<file path="src/rtl/ram_rd_stream.sv">
// ram_rd_stream: walks a contiguous RAM address range on command, aligns the
// 2-cycle-latency read data through a 3-stage issue-valid pipeline and hands
// the words downstream through a small credit-managed valid/ready FIFO.
module ram_rd_stream #(
  parameter int AW         = 16,
  parameter int DW         = 32,
  parameter int FIFO_DEPTH = 4
) (
  input  logic          clock,
  input  logic          rst,
  input  logic          start,
  input  logic [AW-1:0] base_addr,
  input  logic [AW-1:0] len,
  output logic          busy,
  output logic          done,
  output logic [AW-1:0] rdaddress,
  input  logic [DW-1:0] q,
  output logic [DW-1:0] out_data,
  output logic          out_valid,
  input  logic          out_ready
);

  localparam int CW = AW + 1;
  localparam int PW = (FIFO_DEPTH > 1) ? $clog2(FIFO_DEPTH) : 1;
  localparam int NW = $clog2(FIFO_DEPTH + 1);

  typedef enum logic [1:0] {
    ST_IDLE = 2'd0,
    ST_RUN  = 2'd1,
    ST_DONE = 2'd2
  } state_t;

  // Pointer advance that also works for non-power-of-two depths.
  function automatic logic [PW-1:0] next_ptr(input logic [PW-1:0] p);
    if (p == PW'(FIFO_DEPTH - 1)) begin
      return {PW{1'b0}};
    end else begin
      return p + PW'(1);
    end
  endfunction

  state_t         state_q, state_d;
  logic [AW-1:0]  base_q, base_d;
  logic [CW-1:0]  len_q, len_d;
  logic [CW-1:0]  issued_q, issued_d;
  logic [CW-1:0]  popped_q, popped_d;
  logic [AW-1:0]  rdaddress_q, rdaddress_d;
  logic [2:0]     v_q, v_d;          // bit0 = v0 (address held), bit2 = v2 (q valid)
  logic           busy_q, busy_d;
  logic           done_q, done_d;
  logic           out_valid_q, out_valid_d;
  logic [DW-1:0]  fifo_mem_q [FIFO_DEPTH];
  logic [DW-1:0]  fifo_mem_d [FIFO_DEPTH];
  logic [PW-1:0]  wr_ptr_q, wr_ptr_d;
  logic [PW-1:0]  rd_ptr_q, rd_ptr_d;
  logic [NW-1:0]  fifo_cnt_q, fifo_cnt_d;

  logic           wr_s;
  logic           pop_s;
  logic           issue_s;
  logic [31:0]    used_s;

  assign busy      = busy_q;
  assign done      = done_q;
  assign rdaddress = rdaddress_q;
  assign out_valid = out_valid_q;
  assign out_data  = fifo_mem_q[rd_ptr_q];

  // Credit accounting: a read may issue only if its word is guaranteed a FIFO slot.
  always_comb begin
    wr_s    = v_q[2];
    pop_s   = out_valid_q & out_ready;
    used_s  = 32'(fifo_cnt_q) + 32'(v_q[0]) + 32'(v_q[1]) + 32'(v_q[2]);
    issue_s = (state_q == ST_RUN) && (issued_q < len_q) && (used_s < 32'(FIFO_DEPTH));
  end

  // Output FIFO next state: write the aligned RAM word, pop on handshake.
  always_comb begin
    fifo_mem_d = fifo_mem_q;
    wr_ptr_d   = wr_ptr_q;
    rd_ptr_d   = rd_ptr_q;
    if (wr_s) begin
      fifo_mem_d[wr_ptr_q] = q;
      wr_ptr_d             = next_ptr(wr_ptr_q);
    end else begin
      wr_ptr_d = wr_ptr_q;
    end
    if (pop_s) begin
      rd_ptr_d = next_ptr(rd_ptr_q);
    end else begin
      rd_ptr_d = rd_ptr_q;
    end
    fifo_cnt_d  = fifo_cnt_q + NW'(wr_s) - NW'(pop_s);
    out_valid_d = (fifo_cnt_d != {NW{1'b0}});
  end

  // Sequencer next state: command capture, read issue, completion tracking.
  always_comb begin
    state_d     = state_q;
    base_d      = base_q;
    len_d       = len_q;
    issued_d    = issued_q;
    popped_d    = popped_q;
    rdaddress_d = rdaddress_q;
    v_d         = {v_q[1], v_q[0], 1'b0};
    case (state_q)
      ST_IDLE: begin
        if (start) begin
          if (len != {AW{1'b0}}) begin
            // The first read goes out on the accepting edge so that
            // rdaddress=base is already presented in the next cycle.
            state_d     = ST_RUN;
            base_d      = base_addr;
            len_d       = {1'b0, len};
            popped_d    = {CW{1'b0}};
            rdaddress_d = base_addr;
            v_d[0]      = 1'b1;
            issued_d    = CW'(1);
          end else begin
            state_d = ST_DONE;
          end
        end else begin
          state_d = ST_IDLE;
        end
      end
      ST_RUN: begin
        if (issue_s) begin
          rdaddress_d = base_q + issued_q[AW-1:0];
          v_d[0]      = 1'b1;
          issued_d    = issued_q + CW'(1);
        end else begin
          rdaddress_d = rdaddress_q;
        end
        if (pop_s) begin
          popped_d = popped_q + CW'(1);
          if (popped_d == len_q) begin
            state_d = ST_DONE;
          end else begin
            state_d = ST_RUN;
          end
        end else begin
          state_d = ST_RUN;
        end
      end
      ST_DONE: begin
        state_d = ST_IDLE;
      end
      default: begin
        state_d = ST_IDLE;
      end
    endcase
    busy_d = (state_d == ST_RUN);
    done_d = (state_d == ST_DONE);
  end

  // State register; reset clears the issue pipeline so returning data is dropped.
  always_ff @(posedge clock or posedge rst) begin
    if (rst) begin
      state_q     <= ST_IDLE;
      base_q      <= {AW{1'b0}};
      len_q       <= {CW{1'b0}};
      issued_q    <= {CW{1'b0}};
      popped_q    <= {CW{1'b0}};
      rdaddress_q <= {AW{1'b0}};
      v_q         <= 3'b000;
      busy_q      <= 1'b0;
      done_q      <= 1'b0;
      out_valid_q <= 1'b0;
      wr_ptr_q    <= {PW{1'b0}};
      rd_ptr_q    <= {PW{1'b0}};
      fifo_cnt_q  <= {NW{1'b0}};
      for (int i = 0; i < FIFO_DEPTH; i++) begin
        fifo_mem_q[i] <= {DW{1'b0}};
      end
    end else begin
      state_q     <= state_d;
      base_q      <= base_d;
      len_q       <= len_d;
      issued_q    <= issued_d;
      popped_q    <= popped_d;
      rdaddress_q <= rdaddress_d;
      v_q         <= v_d;
      busy_q      <= busy_d;
      done_q      <= done_d;
      out_valid_q <= out_valid_d;
      wr_ptr_q    <= wr_ptr_d;
      rd_ptr_q    <= rd_ptr_d;
      fifo_cnt_q  <= fifo_cnt_d;
      fifo_mem_q  <= fifo_mem_d;
    end
  end

endmodule

</file>
<file path="config.mk">
export PLATFORM = sky130hd
export DESIGN_NAME = ram_rd_stream
export DESIGN_NICKNAME = d
export VERILOG_FILES = /design/src/rtl/ram_rd_stream.sv
export SDC_FILE = /design/constraint.sdc
export NUM_CORES = 1
export LEC_CHECK = 0
export CORE_MARGIN = 5
export CORE_UTILIZATION = 44
export CTS_CLUSTER_SIZE = 25
export DETAILED_ROUTE_END_ITERATION = 10
export SYNTH_ARGS = -nofsm -noshare
export SYNTH_HDL_FRONTEND = slang
export SYNTH_SLANG_ARGS = --single-unit
</file>
<file path="constraint.sdc">
create_clock -name clock -period 8.9 [get_ports clock]
set_clock_uncertainty 0.15 [all_clocks]
set_input_delay 1.78 -clock clock [delete_from_list [all_inputs] [get_ports clock]]
set_output_delay 1.78 -clock clock [all_outputs]
set_load 0.02 [all_outputs]
</file>
# Word level (Yosys, flattened, before mapping)
# Index checks and enable logic that the tools add are counted.
dict set report word_totals {
  reg_bits 225
  elab_cells 84
  output_inout_bits 51
}
dict set report op_classes {
  n_eq_ne 10
  n_lt_le_gt_ge 5
  reduce_logical 10
  bitwise 3
  n_mux 29
  add_sub_neg 10
}
# op count
set ops {}
lappend ops {{$bwmux 128} 1}
lappend ops {{$mux 17} 6}
lappend ops {{$mux 32} 3}
lappend ops {{$pmux 17 s2} 2}
lappend ops {{$bmux 32 s2} 1}
lappend ops {{$demux 32 s2} 1}
lappend ops {{$mux 16} 3}
lappend ops {{$add 17x1->17 const B} 2}
lappend ops {{$pmux 16 s2} 1}
lappend ops {{$eq 17x16->1} 1}
lappend ops {{$lt 17x16->1} 1}
lappend ops {{$add 16x16->16} 1}
lappend ops {{$reduce_bool 16->1} 1}
lappend ops {{$mux 2} 6}
lappend ops {{$ne 2x2->1 const B} 4}
lappend ops {{$reduce_and 4->1} 2}
lappend ops {{$add 5x1->6} 1}
lappend ops {{$eq 2x2->1 const B} 3}
lappend ops {{$ge 3x3->1 const B} 2}
lappend ops {{$lt 6x3->1 const B} 1}
lappend ops {{$not 2->3} 2}
lappend ops {{$add 4x1->5} 1}
lappend ops {{$add 2x1->2 const B} 2}
lappend ops {{$add 3x1->4} 1}
lappend ops {{13 further kinds} 18}

# Longest topological paths before layout
dict set report logic_depth {
  ltp_word 7
  ltp_mapped 12
  depth_no_buf 11
}

# Worst setup path after synthesis
# No wires, ideal clock.
dict set report synth_timing {
  path_kind {register -> output}
  start {register rd_ptr_q[0]}
  end {output out_data[10]}
  t_required_ns 6.970
  slack_ns 5.127
  arrival_time_ns 1.843
  stages_incl_launch_ff 4
  path_cell_list {dfrtp_1 clkbuf_1 buf_1 mux4_2}
}
dict set report synth_between {
  elab_chain_len 4
}
# element line
set synth_rtl {}
lappend synth_rtl {{from (decl)} 55} ;# logic [PW-1:0] rd_ptr_q, rd_ptr_d;
lappend synth_rtl {{from (signal assigned)} 170} ;# rd_ptr_q <= {PW{1'b0}};
lappend synth_rtl {{from (signal assigned)} 187} ;# rd_ptr_q <= rd_ptr_d;
lappend synth_rtl {{$not 2->3 (implied by the code)} 67} ;# assign out_data = fifo_mem_q[rd_ptr_q];
lappend synth_rtl {{$bmux 32 s2} 67}
lappend synth_rtl {{$mux 32 (implied by the code) (2 in a row)} 67}
lappend synth_rtl {{to (decl)} 18} ;# output logic [DW-1:0] out_data,
# No other way between the ends. The select of a mux whose other input is x is not followed.

# Worst setup path after layout
dict set report layout_timing {
  start {register rd_ptr_q[0]}
  end {output out_data[8]}
}
# The elaborated chain is that of the path after synthesis.

==> impl_metrics.ini <==
[power]
leakagePower_nw = 5.90
power_density_nw_per_um2 = 380
ir_worst_vdd_uv = 226

[yosys]
synth-seq-cells = 225
syn_avg_cell_area_sq_um = 11.4
yosys_warnings = 0
async_flop_share_pct = 100
postSynthCellCount = 996
seq_area_frac_synth_pct = 49.6
synth_edf_count = 0
netlist_area_sq_um = 11400
syn_nets = 1107
ys.flop_type = dfrtp_1
ys_types = 61

[clock_network]
cts_tree = done
cts_setup_buffers = 0
holdBufCountCts = 0
clkTransAtPathRegs_ps = 60
cts_max_path_buffers = 3
cts_resized = 0
root_buffer = clkbuf_16
cts-buffers-inserted = 26
insertion_delay_ps = 520
cts.sinks = 225
htreeDepth = 1

[final_layout]
area.growth.synth_to_final_pct = 21.0
antenna_cells = 0
fin_nets = 1213
final_cell_mix = 224 x dfrtp_1, 129 x mux2_2, 122 x nand2_1, 118 x clkdlybuf4s50_1, 59 x o21ai_0
drive_gt1_share_pct = 20.2
finalInstanceArea_sq_um = 13700
final_common_cell = dfrtp_1

[timing]
tightest_slew_ps = 1100
grt_setup_unrepaired = no
fin_crit_sh_pct = 52.5
fin_setup_tns_ps = 0
clock.fmax_mhz = 214
slew_violations = 0
hold_violations = 0
setup_viol = 0
max-slew-margin-rel_pct = 26.4
min_period_ps = 4680

[drt]
post_drt_wl_per_cell_microns = 18.2
wl_microns = 26400
detail-route-antenna-nets = 0
routed-via-count = 8016
drtIter0Drc = 480
first_pass_iters = 5
viasPerCell = 5.52
drc = 0

[die]
ios = 119
start_util_pct = 44.8
rows = 58
die_h_microns = 171
core_sq_um = 25300
die_width_microns = 171
design.die.area_sq_um = 29100

[critical_path]
critPathKind = reg2out
r2r-start = v_q[0]
cp-end-kind = output pin
r2r_cells = 10
startpoint = rd_ptr_q[0]
cp.arrival_ps = 2750
cp_max_fo = 28
start_kind = register
required_ps = 6970

[grt]
grt_pass1_vias = 8267
grt_util_all_layers_pct = 18.5
grt_pass1_wl_microns = 44000
grt_max_degree = 139
grt-ovfl-total = 0
antenna_found_initial = 0

[worst_hold_path]
holdCritPathClass = reg2reg
whs_path_depth = 0
min-delay-start = v_q[1]

[status]
status = completed

[flow_run]
maxCapViolations = 0

[placed_design]
placed_area_sq_um = 12800
dpl.hpwl_microns = 17800
place.gp.congestion = 0.851
port-buffer-count = 118
final cells by class:
cell class,instances,area [sq um]
fillers,2210,11600
repair buffers,130,1270
clock inverters,9,100
multi-input cells,686,5400
well taps,330,413
inverters,33,131
clock buffers,38,787
flip-flops and latches,225,5630
cells by family after synthesis:
group	after synthesis	share of synthesized area (%)
compound gates	160	8.68
buf+inv	85	2.91
mux	168	19.8
xor+xnor	33	2.55
flops	225	49.6
simple gates	282	11.6
fa+ha+maj	43	4.94
state kept, by name, indices dropped and copies added (netlist names):
register,flops
out_valid,1
rd_ptr_q,2
busy,1
len_q,16
base_q,16
popped_q,17
done,1
state_q,2
fifo_cnt_q,3
rdaddress,16
wr_ptr_q,2
issued_q,17
v_q,3
fifo_mem_q,128
worst max-delay path, stage by stage, from the launching register on:
cell	delay (ps)
dfrtp_2	490
buf_4	530
mux4_2	620
clkdlybuf4s50_1	570
power by group:
part / internal, mW / leakage (nW) / switching (mW)
combinational: 1.22 / 2.75 / 1.15
clock: 0.667 / 0.436 / 0.410
sequential: 1.48 / 2.72 / 0.290
synth_stat cells, types with 4 or more instances:
cell type  count  share of area, %
and3_1         8              0.44
nor4_1         7              0.39
nand2_1      122               4.0
a21oi_1       35               1.5
o21ai_0       59               2.6
o211ai_1       6              0.40
or4_1          4              0.26
inv_1         32               1.1
nor2b_1        4              0.22
a21o_1        10              0.66
mux2_2       129                13
mux4_2        32               6.3
dfrtp_1      225                50
mux2i_1        7              0.62
nand4_1       12              0.66
ha_1          40               4.4
and2_1         8              0.44
o31ai_1       10              0.66
nand2b_1       7              0.39
nor3_1        13              0.57
buf_1         16              0.53
or3_1          6              0.33
xnor2_1       24               1.9
a31oi_1       12              0.66
nor2_1        50               1.7
nand3_1       25               1.1
xor2_1         9              0.69
clkbuf_1      32               1.1
metal layers:
metal	GRT usage, %	up-vias	wire (microns)
met5	0	-	0
li1	-	3795	-
met4	3.68	0	388
met3	3.03	32	1450
met1	25.9	3996	11900
met2	30.8	193	12700
final timing paths:
check / end / slack (ps)
worst max-delay path: out_data[8] / 4220
worst min-delay path: v_q[2] / 260
worst max register to register: issued_q[9] / 5430
worst min register to register: v_q[2] / 260
max in group asynchronous: len_q[6] / 5660
min in group asynchronous: rdaddress[12] / 1680
stage by stage:
step,total power [mW],worst slack [ps],hold slack [ps],instances,utilization (%)
6_report,5.21,4220,263,1451,54.2
2_1_floorplan,3.38,807,236,996,-
4_1_cts,5.29,4110,264,1451,54.2
3_5_place_dp,4.18,3720,244,1404,50.7
5_1_grt,5.61,4030,271,1451,54.2
3_3_place_gp,4.14,3790,245,1404,50.7
Power figures use the tool's default switching activity.
